### src/rtl/siteswap_scheduler.sv
// Siteswap throw scheduler: steps a latched pattern one throw per beat and tracks every
// ball in flight in a landing-slot shift register, flagging drops, empty throws and collisions.
module siteswap_scheduler #(
    parameter int MAX_LEN   = 7,
    parameter int MAX_THROW = 7,
    parameter int W         = 3
) (
    input  logic                        clk_in,
    input  logic                        rst_in,
    input  logic                        new_beat,
    input  logic [MAX_LEN-1:0][W-1:0]   pattern_in,
    input  logic [W-1:0]                pattern_length,
    input  logic                        pattern_valid_in,
    input  logic [W-1:0]                num_balls_in,
    output logic                        throw_valid_out,
    output logic [W-1:0]                throw_height_out,
    output logic [W-1:0]                ball_id_out,
    output logic                        hand_out,
    output logic [W-1:0]                pattern_pos_out,
    output logic                        error_out
);

    localparam int SLOTS     = MAX_THROW + 1;
    localparam int PAT_SLOTS = 2 ** W;
    localparam logic [W-1:0] ONE  = {{(W-1){1'b0}}, 1'b1};
    localparam logic [W-1:0] ZERO = {W{1'b0}};

    typedef enum logic [1:0] {
        S_IDLE = 2'd0,
        S_LOAD = 2'd1,
        S_RUN  = 2'd2
    } state_t;

    state_t r_state;
    state_t w_state_nx;

    logic                        r_valid_d;
    logic [PAT_SLOTS-1:0][W-1:0] r_pat;
    logic [W-1:0]                r_len;
    logic [W-1:0]                r_nb;
    logic [SLOTS-1:0]            r_occ;
    logic [SLOTS-1:0][W-1:0]     r_id;
    logic [W-1:0]                r_fresh;
    logic [W-1:0]                r_pos;
    logic                        r_hand;
    logic                        r_throw_valid;
    logic [W-1:0]                r_height;
    logic [W-1:0]                r_ball;
    logic                        r_hand_out;
    logic [W-1:0]                r_pos_out;
    logic                        r_error;

    logic                        w_rise;
    logic                        w_beat;
    logic [W-1:0]                w_h;
    logic [W-1:0]                w_slot_idx;
    logic                        w_from_slot;
    logic                        w_fresh;
    logic                        w_have;
    logic [W-1:0]                w_ball;
    logic                        w_collide;
    logic                        w_err;
    logic                        w_last;
    logic [W-1:0]                w_pos_nx;
    logic [SLOTS-1:0]            w_occ_nx;
    logic [SLOTS-1:0][W-1:0]     w_id_nx;

    assign w_rise = pattern_valid_in & ~r_valid_d;
    assign w_beat = (r_state == S_RUN) & new_beat & pattern_valid_in & ~w_rise;

    // State register
    always_ff @(posedge clk_in or posedge rst_in) begin
        if (rst_in) begin
            r_state   <= S_IDLE;
            r_valid_d <= 1'b0;
        end else begin
            r_state   <= w_state_nx;
            r_valid_d <= pattern_valid_in;
        end
    end

    // Next-state decode
    always_comb begin
        w_state_nx = r_state;
        case (r_state)
            S_IDLE: begin
                if (w_rise) w_state_nx = S_LOAD;
                else        w_state_nx = S_IDLE;
            end
            S_LOAD: begin
                if (pattern_valid_in) w_state_nx = S_RUN;
                else                  w_state_nx = S_IDLE;
            end
            S_RUN: begin
                if (!pattern_valid_in) w_state_nx = S_IDLE;
                else if (w_rise)       w_state_nx = S_LOAD;
                else                   w_state_nx = S_RUN;
            end
            default: w_state_nx = S_IDLE;
        endcase
    end

    // Throw computation: ball source, slot shift, insertion and error detection
    always_comb begin
        w_h         = r_pat[r_pos];
        w_slot_idx  = w_h - ONE;
        w_from_slot = r_occ[0];
        // Fresh balls are only injected for a real throw, so a 0 with an empty hand is harmless
        w_fresh     = ~r_occ[0] & (w_h != ZERO) & (r_fresh < r_nb);
        w_have      = w_from_slot | w_fresh;
        w_ball      = w_from_slot ? r_id[0] : r_fresh;
        w_collide   = 1'b0;
        for (int k = 0; k < SLOTS - 1; k++) begin
            w_occ_nx[k] = r_occ[k+1];
            w_id_nx[k]  = r_id[k+1];
        end
        w_occ_nx[SLOTS-1] = 1'b0;
        w_id_nx[SLOTS-1]  = ZERO;
        if ((w_h != ZERO) && w_have) begin
            w_collide             = w_occ_nx[w_slot_idx];
            w_occ_nx[w_slot_idx]  = 1'b1;
            w_id_nx[w_slot_idx]   = w_ball;
        end else begin
            w_collide = 1'b0;
        end
        w_err    = ((w_h == ZERO) & w_from_slot) | ((w_h != ZERO) & ~w_have) | w_collide;
        w_last   = (r_pos == (r_len - ONE)) || (r_pos >= W'(MAX_LEN - 1));
        w_pos_nx = w_last ? ZERO : (r_pos + ONE);
    end

    // Shadow pattern, slot tracker and registered throw outputs
    always_ff @(posedge clk_in or posedge rst_in) begin
        if (rst_in) begin
            r_pat         <= '0;
            r_len         <= ZERO;
            r_nb          <= ZERO;
            r_occ         <= '0;
            r_id          <= '0;
            r_fresh       <= ZERO;
            r_pos         <= ZERO;
            r_hand        <= 1'b0;
            r_throw_valid <= 1'b0;
            r_height      <= ZERO;
            r_ball        <= ZERO;
            r_hand_out    <= 1'b0;
            r_pos_out     <= ZERO;
            r_error       <= 1'b0;
        end else if (!pattern_valid_in || (r_state == S_LOAD)) begin
            if (r_state == S_LOAD) begin
                for (int i = 0; i < MAX_LEN; i++) r_pat[i] <= pattern_in[i];
                for (int i = MAX_LEN; i < PAT_SLOTS; i++) r_pat[i] <= ZERO;
                r_len <= pattern_length;
                r_nb  <= num_balls_in;
            end
            r_occ         <= '0;
            r_id          <= '0;
            r_fresh       <= ZERO;
            r_pos         <= ZERO;
            r_hand        <= 1'b0;
            r_throw_valid <= 1'b0;
            r_height      <= ZERO;
            r_ball        <= ZERO;
            r_hand_out    <= 1'b0;
            r_pos_out     <= ZERO;
            r_error       <= 1'b0;
        end else if (w_beat) begin
            r_occ         <= w_occ_nx;
            r_id          <= w_id_nx;
            r_fresh       <= w_fresh ? (r_fresh + ONE) : r_fresh;
            r_pos         <= w_pos_nx;
            r_hand        <= ~r_hand;
            r_throw_valid <= 1'b1;
            r_height      <= w_h;
            r_ball        <= w_have ? w_ball : ZERO;
            r_hand_out    <= r_hand;
            r_pos_out     <= r_pos;
            r_error       <= r_error | w_err;
        end else begin
            r_throw_valid <= 1'b0;
        end
    end

    assign throw_valid_out  = r_throw_valid;
    assign throw_height_out = r_height;
    assign ball_id_out      = r_ball;
    assign hand_out         = r_hand_out;
    assign pattern_pos_out  = r_pos_out;
    assign error_out        = r_error;

endmodule

### config.mk
export PLATFORM = sky130hd
export DESIGN_NAME = siteswap_scheduler
export DESIGN_NICKNAME = d
export VERILOG_FILES = /design/src/rtl/siteswap_scheduler.sv
export SDC_FILE = /design/constraint.sdc
export NUM_CORES = 1
export LEC_CHECK = 0
export ABC_AREA = 1
export BUFFER_PORTS_ARGS = -buffer_cell sky130_fd_sc_hd__buf_4
export CORE_ASPECT_RATIO = 0.8
export CORE_MARGIN = 8
export CORE_UTILIZATION = 53
export CTS_BUF_LIST = sky130_fd_sc_hd__clkbuf_4
export CTS_CLUSTER_DIAMETER = 60
export DETAILED_ROUTE_END_ITERATION = 7
export PLACE_DENSITY = 0.73
export SKIP_CTS_REPAIR_TIMING = 1
export SLEW_MARGIN = 10
export SYNTH_ARGS = -nofsm -noshare
export SYNTH_HDL_FRONTEND = slang
export SYNTH_SLANG_ARGS = --single-unit
### constraint.sdc
create_clock -name clk_in -period 2.4 [get_ports clk_in]
set_input_delay 0.12 -clock clk_in [delete_from_list [all_inputs] [get_ports clk_in]]
set_output_delay 0.12 -clock clk_in [all_outputs]
set_load 0.005 [all_outputs]
# Word-level counts from Yosys, hierarchy flattened

Cells that the tools add are included.

Equality and inequality tests: 3
$lt $le $gt $ge: 5
Bitwise logic cells: 18
$add $sub $neg: 4
Muxes and demuxes: 43
Reduce and logical (&&, ||, !) cells: 12

Operators with widths:

| operator              | count |
|---|---|
| $mux W24              | 3 |
| $mux W3               | 16 |
| $bwmux W24            | 1 |
| $mux W8               | 3 |
| $mux W1               | 12 |
| $bmux W3 S3           | 1 |
| $demux W3 S3          | 1 |
| $and A1 B1 Y1         | 8 |
| $lt A3 B4 Y1 const B  | 2 |
| $or A7 B8 Y8          | 1 |
| $add A3 B1 Y3 const B | 2 |
| $mux W2               | 3 |
| $pmux W2 S3           | 1 |
| $sub A3 B1 Y3 const B | 2 |
| $not A1 Y1            | 5 |
| $or A1 B1 Y1          | 4 |
| $reduce_and A2 Y1     | 2 |
| $reduce_bool A2 Y1    | 2 |
| $bmux W1 S3           | 1 |
| $demux W1 S3          | 1 |
| $eq A3 B3 Y1          | 1 |
| $ge A3 B1 Y1 const B  | 1 |
| $ge A3 B3 Y1 const B  | 1 |
| $logic_not A3 Y1      | 1 |
| other kinds (8)       | 10 |

Bits in registers: 81
Output and inout bits: 12
Word-level logic and storage cells: 114
Input port bits: 31

# Logic depth before layout (Yosys ltp)

Word-level depth: 13
Depth in mapped cells: 16
Gate-level depth less buffers: 15

# Worst setup path after synthesis

OpenSTA, ideal clock, no wires.

Path kind: flip-flop to flip-flop
Start: register r_pos[0]
End: register r_occ[5]
Data arrival time: 2.064 ns
Clock period less this slack: 2.147 ns
Library setup time: 0.083 ns
Setup slack: 0.253 ns
Required time: 2.317 ns
Cell stages (with the launch flop): 16
Cell sequence: dfrtp_1 -> inv_2 -> buf_6 -> nand3_4 -> nand3_2 -> nand2_4 -> buf_6 -> ha_1 -> ha_1 -> inv_1 -> nand2_1 -> inv_1 -> nand3_2 -> nand2_1 -> nand2_1 -> o21ai_0

Longest elaborated chain between the ends: 11

RTL lines:

| item                                                               | line | RTL |
|---|---|---|
| start, declared                                                    | 44   | `logic [W-1:0] r_pos;` |
| start signal, assigned                                             | 170  | `r_pos <= w_pos_nx;` |
| $bmux W3 S3 (*)                                                    | 105  | `w_h = r_pat[r_pos];` |
| $mux W3 (not written as such) (*)                                  | 105  |  |
| $sub A3 B1 Y3                                                      | 106  | `w_slot_idx = w_h - ONE;` |
| $lt A3 B4 Y1 (not written as such) or $ge A3 B1 Y1 (tied branches) | 121  | `w_occ_nx[w_slot_idx] = 1'b1;` |
| $logic_and A1 B1 Y1 (not written as such)                          | 121  |  |
| $mux W1 (not written as such)                                      | 121  |  |
| $demux W1 S3                                                       | 121  |  |
| $or A7 B8 Y8 (no line)                                             | n/a  |  |
| $mux W8 (*)                                                        | 119  | `if ((w_h != ZERO) && w_have) begin` |
| $mux W8 (*)                                                        | 166  | `end else if (w_beat) begin` |
| $mux W8 (*)                                                        | 148  | `end else if (!pattern_valid_in \|\| (r_state == S_LOAD)) begin` |
| end signal, assigned                                               | 167  | `r_occ <= w_occ_nx;` |
| end, declared                                                      | 41   | `logic [SLOTS-1:0] r_occ;` |

Every way passes the cells marked *; elsewhere a longest branch is shown, timed or not. The select of a mux whose other input is x is not followed.
A chain may end at the register's enable or synchronous reset.

# Worst setup path in the final report

Start: register r_pos[0]
End: register r_id[0] in the netlist's numbering

Longest elaborated chain between the ends: 11

RTL lines:

| item                                                               | line | RTL |
|---|---|---|
| $bmux W3 S3 (*)                                                    | 105  |  |
| $mux W3 (not written as such) (*)                                  | 105  |  |
| $sub A3 B1 Y3                                                      | 106  |  |
| $lt A3 B4 Y1 (not written as such) or $ge A3 B1 Y1 (tied branches) | 122  | `w_id_nx[w_slot_idx] = w_ball;` |
| $logic_and A1 B1 Y1 (not written as such)                          | 122  |  |
| $mux W3 (not written as such)                                      | 122  |  |
| $demux W3 S3                                                       | 122  |  |
| $bwmux W24                                                         | 122  |  |
| $mux W24 (*)                                                       | 119  |  |
| $mux W24 (*)                                                       | 166  |  |
| $mux W24 (*)                                                       | 148  |  |
| end signal, assigned                                               | 168  | `r_id <= w_id_nx;` |
| end, declared                                                      | 42   | `logic [SLOTS-1:0][W-1:0] r_id;` |

Marks and branches as above.

==> flow_summary_export.csv <==
group,metric,value,unit
status,status,"finished, final reports clean",
timing,max_freq,0.443,GHz
floorplan,fp.dieArea,0.0109,sq mm
timing,finalCriticalPeriod,2.26,ns
timing,slew_headroom,0.604,
drt,drtAntennaViolNets,0,
worst_hold_path,hp-class,"primary input to flip-flop",
global_route,grt_pass1_vias,3272,
drt,routed_wl,10.1,mm
critical_path,reg2regPathDepth,14,
layout,area_growth,24.2,%
synthesis,yosys-top-cells-area,"dfrtp_1 49%, nand2_1 17%, inv_1 5.2%",
critical_path,arrival,2.61,ns
global_route,grt_pass1_wl,16.4,mm
synthesis,ys_seq_area_frac,0.493,
synthesis,synth_top_cell_by_area,"dfrtp_1",
floorplan,design.core.area,0.00746,sq mm
timing,hold_slack,0.0952,ns
synthesis,avgSynthCellArea,7.99,sq um
layout,instances_no_fill,704,
layout,fin_nets,632,
layout,fillers,621,
drt,first_pass_iters,5,
cts,clk_pin_slew,0.13,ns
critical_path,critPathBufInv,4,
critical_path,cpLargestDelayFamily,"simple AND/OR/NAND/NOR gates",
layout,drive_above_1_share,0.200,
critical_path,cp.depth,14,
floorplan,start_util,0.551,
layout,diodes,0,
critical_path,crit_path_start_kind,"flip-flop",
global_route,grt_start_max_net_pins,82,
placed_design,dpl.hpwl,6.67,mm
critical_path,slowest_delay,0.49,ns
synthesis,netlist.area_leader.share,0.493,
synthesis,syn_inst,515,
drt,drt_iter0_drc,253,
critical_path,worstPathMaxFanout,8,
cts,tritoncts,"yes",
timing,worst_clock_skew,0.0144,ns
timing,finalHoldViolCount,0,
drt,vias,3647,
timing,drv_slew,0,
cts,clockBufferDepth,2,
cts,cts_inserted_buffers,9,
pwr,ir_drop,0.305,mV
floorplan,die_h,94.8,microns
global_route,antenna_found_initial,0,
cts,clock_latency,0.44,ns
placed_design,place.gp.congestion,0.857,
layout,utilization,0.685,
drt,wl_per_cell,14.3,microns
cts,root_buffer,"clkbuf_4",
synthesis,ys_types,31,
critical_path,cp_data_required_time,2.75,ns
critical_path,cp_slowest_cell,"dfrtp_2",
placed_design,portBuffers,42,
worst_hold_path,holdPathStages,3,
drt,drc,0,
flow_run,cap_violations,0,
floorplan,die_w,115,microns
synthesis,synth_fp_nets,553,
drt,vias_per_cell,5.18,
floorplan,rows,28,
layout,multiInputGateArea,0.00175,sq mm
cts,clock-sinks,81,
pwr,pwr_density_cell,666,mW/mm^2
critical_path,critical_path_class,"flip-flop to flip-flop",
global_route,track_usage,0.191,
placed_design,dpl.cell_count,652,
floorplan,io_pins,43,
layout,seqCellArea,0.00203,sq mm
global_route,grt_overflow,0,
timing,max_slew.worst_pin.slew,0.592,ns
cts,htreeDepth,3,
timing,period_share,0.941,
critical_path,path_cells,"buf_6 -> nand2_1 -> nand3_2 -> nand3_2 -> nand2_4 -> ha_2 -> ha_2 -> buf_4 -> nand2_2 -> inv_4 -> buf_4 -> nand4_1 -> nand3_1 -> nand2_1",
critical_path,critPathCaptureType,"flip-flop",
pwr,p_leak,2.63,nW
synthesis,syn_area,0.00412,sq mm
timing,rsz0062_at_grt,"true",
synthesis,yosys_warnings,0,
timing,finalSetupViolations,0,
synthesis,synth_seq_cells,81,
==> placed cells by master, fill, tap and decap left out, types with 2 or more instances in the layout <==
cell type and instances:
nand2_1 185, dfrtp_1 79, buf_4 57, inv_1 51
o21ai_0 35, dlygate4sd3_1 29, nand3_1 25, nand4_1 21
nor2_1 15, nand3_2 14, clkbuf_4 11, inv_2 10
o21ai_1 10, o22ai_1 8, ha_1 5, a21oi_1 4
xnor2_1 4, nand2_2 4, nor2_2 3, clkinv_4 2
o211ai_1 2, nand2_4 2, clkinv_1 2, o21ai_2 2
ha_2 2, bufinv_16 2, buf_12 2, dfrtp_2 2
==> routing by layer <==
metal	part of all wire	track usage	routed length (microns)
met5	0	0	0
met4	0.014	0.0685	140
met3	0.051	0.0446	515
met2	0.45	0.284	4570
met1	0.48	0.266	4850
==> worst min-delay path: stages <==
cell and delay [ns]:
buf_4 0.11, nand4_2 0.17, o22ai_1 0.11
==> flip-flops by register name, indices dropped and copies added (netlist names) <==
name,cells
error_out,1
r_pos,3
r_fresh,3
pattern_pos_out,3
r_state,2
r_hand,1
hand_out,1
r_valid_d,1
r_id,24
r_pat,21
throw_height_out,3
r_len,3
r_nb,3
r_occ,8
throw_valid_out,1
ball_id_out,3
==> kinds of logic (layout without fill, tap and decap cells) <==
family / count (synthesis) / in the layout / share of synthesized area
and+or+nand+nor: 273 / 273 / 0.299
buffers and inverters: 86 / 170 / 0.0927
DFF: 81 / 81 / 0.493
AOI/OAI and AO/OA: 64 / 64 / 0.0854
adders and majority gates: 7 / 7 / 0.0213
xor gates and xnor gates: 4 / 4 / 0.00851
==> power by group <==
part           leakage (nW)  switching, mW  internal, mW
Sequential             1.08         0.0578          1.46
Combinational          1.47          0.588         0.379
Clock                0.0847          0.476         0.445
Total                  2.63           1.12          2.28
==> cell usage after synthesis <==
library cell / instances
nand2_1: 186
dfrtp_1: 81
inv_1: 57
o21ai_0: 39
nand3_1: 28
nand4_1: 21
nor2_1: 17
buf_2: 14
nand3_2: 11
o22ai_1: 8
ha_1: 7
o21ai_1: 7
inv_2: 6
buf_6: 5
a21oi_1: 4
xnor2_1: 4
nand2_2: 3
clkbuf_1: 2
nand2_4: 2
o211ai_1: 2
a21oi_2: 1
a22o_1: 1
a32o_1: 1
buf_4: 1
clkinv_1: 1
nand3_4: 1
nand4_2: 1
nor2_2: 1
nor3_1: 1
o21ai_2: 1
or2_1: 1
==> final timing paths <==
kind / from / end / slack (ns)
max in group asynchronous: rst_in / r_pos[0] / 1.72
min in group asynchronous: rst_in / ball_id_out[2] / 0.33
max reg2reg: r_pos[0] / r_id[0] / 0.14
max: r_pos[0] / r_id[0] / 0.14
min reg2reg: r_state[0] / r_state[0] / 0.47
min: new_beat / r_occ[7] / 0.1
==> final cells by class <==
| cell class | count | share of cell area |
|---|---|---|
| Clock buffer | 11 | 0.0162 |
| Clock inverter | 5 | 0.0157 |
| Tap cell | 105 | 0.0257 |
| Inverter | 64 | 0.0485 |
| Multi-Input combinational cell | 348 | 0.341 |
| Sequential cell | 81 | 0.397 |
| Timing Repair Buffer | 90 | 0.155 |
==> per-stage QoR <==
stage | setup TNS [ns] | area, sq um | worst slack (ns) | power, mW
2_1_floorplan | 0 | 4120 | 0.200 | 2.13
3_3_place_gp | 0 | 4540 | 0.0635 | 2.31
3_5_place_dp | -0.00616 | 4540 | -0.00616 | 2.34
4_1_cts | -0.265 | 4700 | -0.0711 | 3.26
5_1_grt | -0.0285 | 5110 | -0.0128 | 3.60
6_report | 0 | 5110 | 0.142 | 3.40
(Power assumes the default switching activity.)
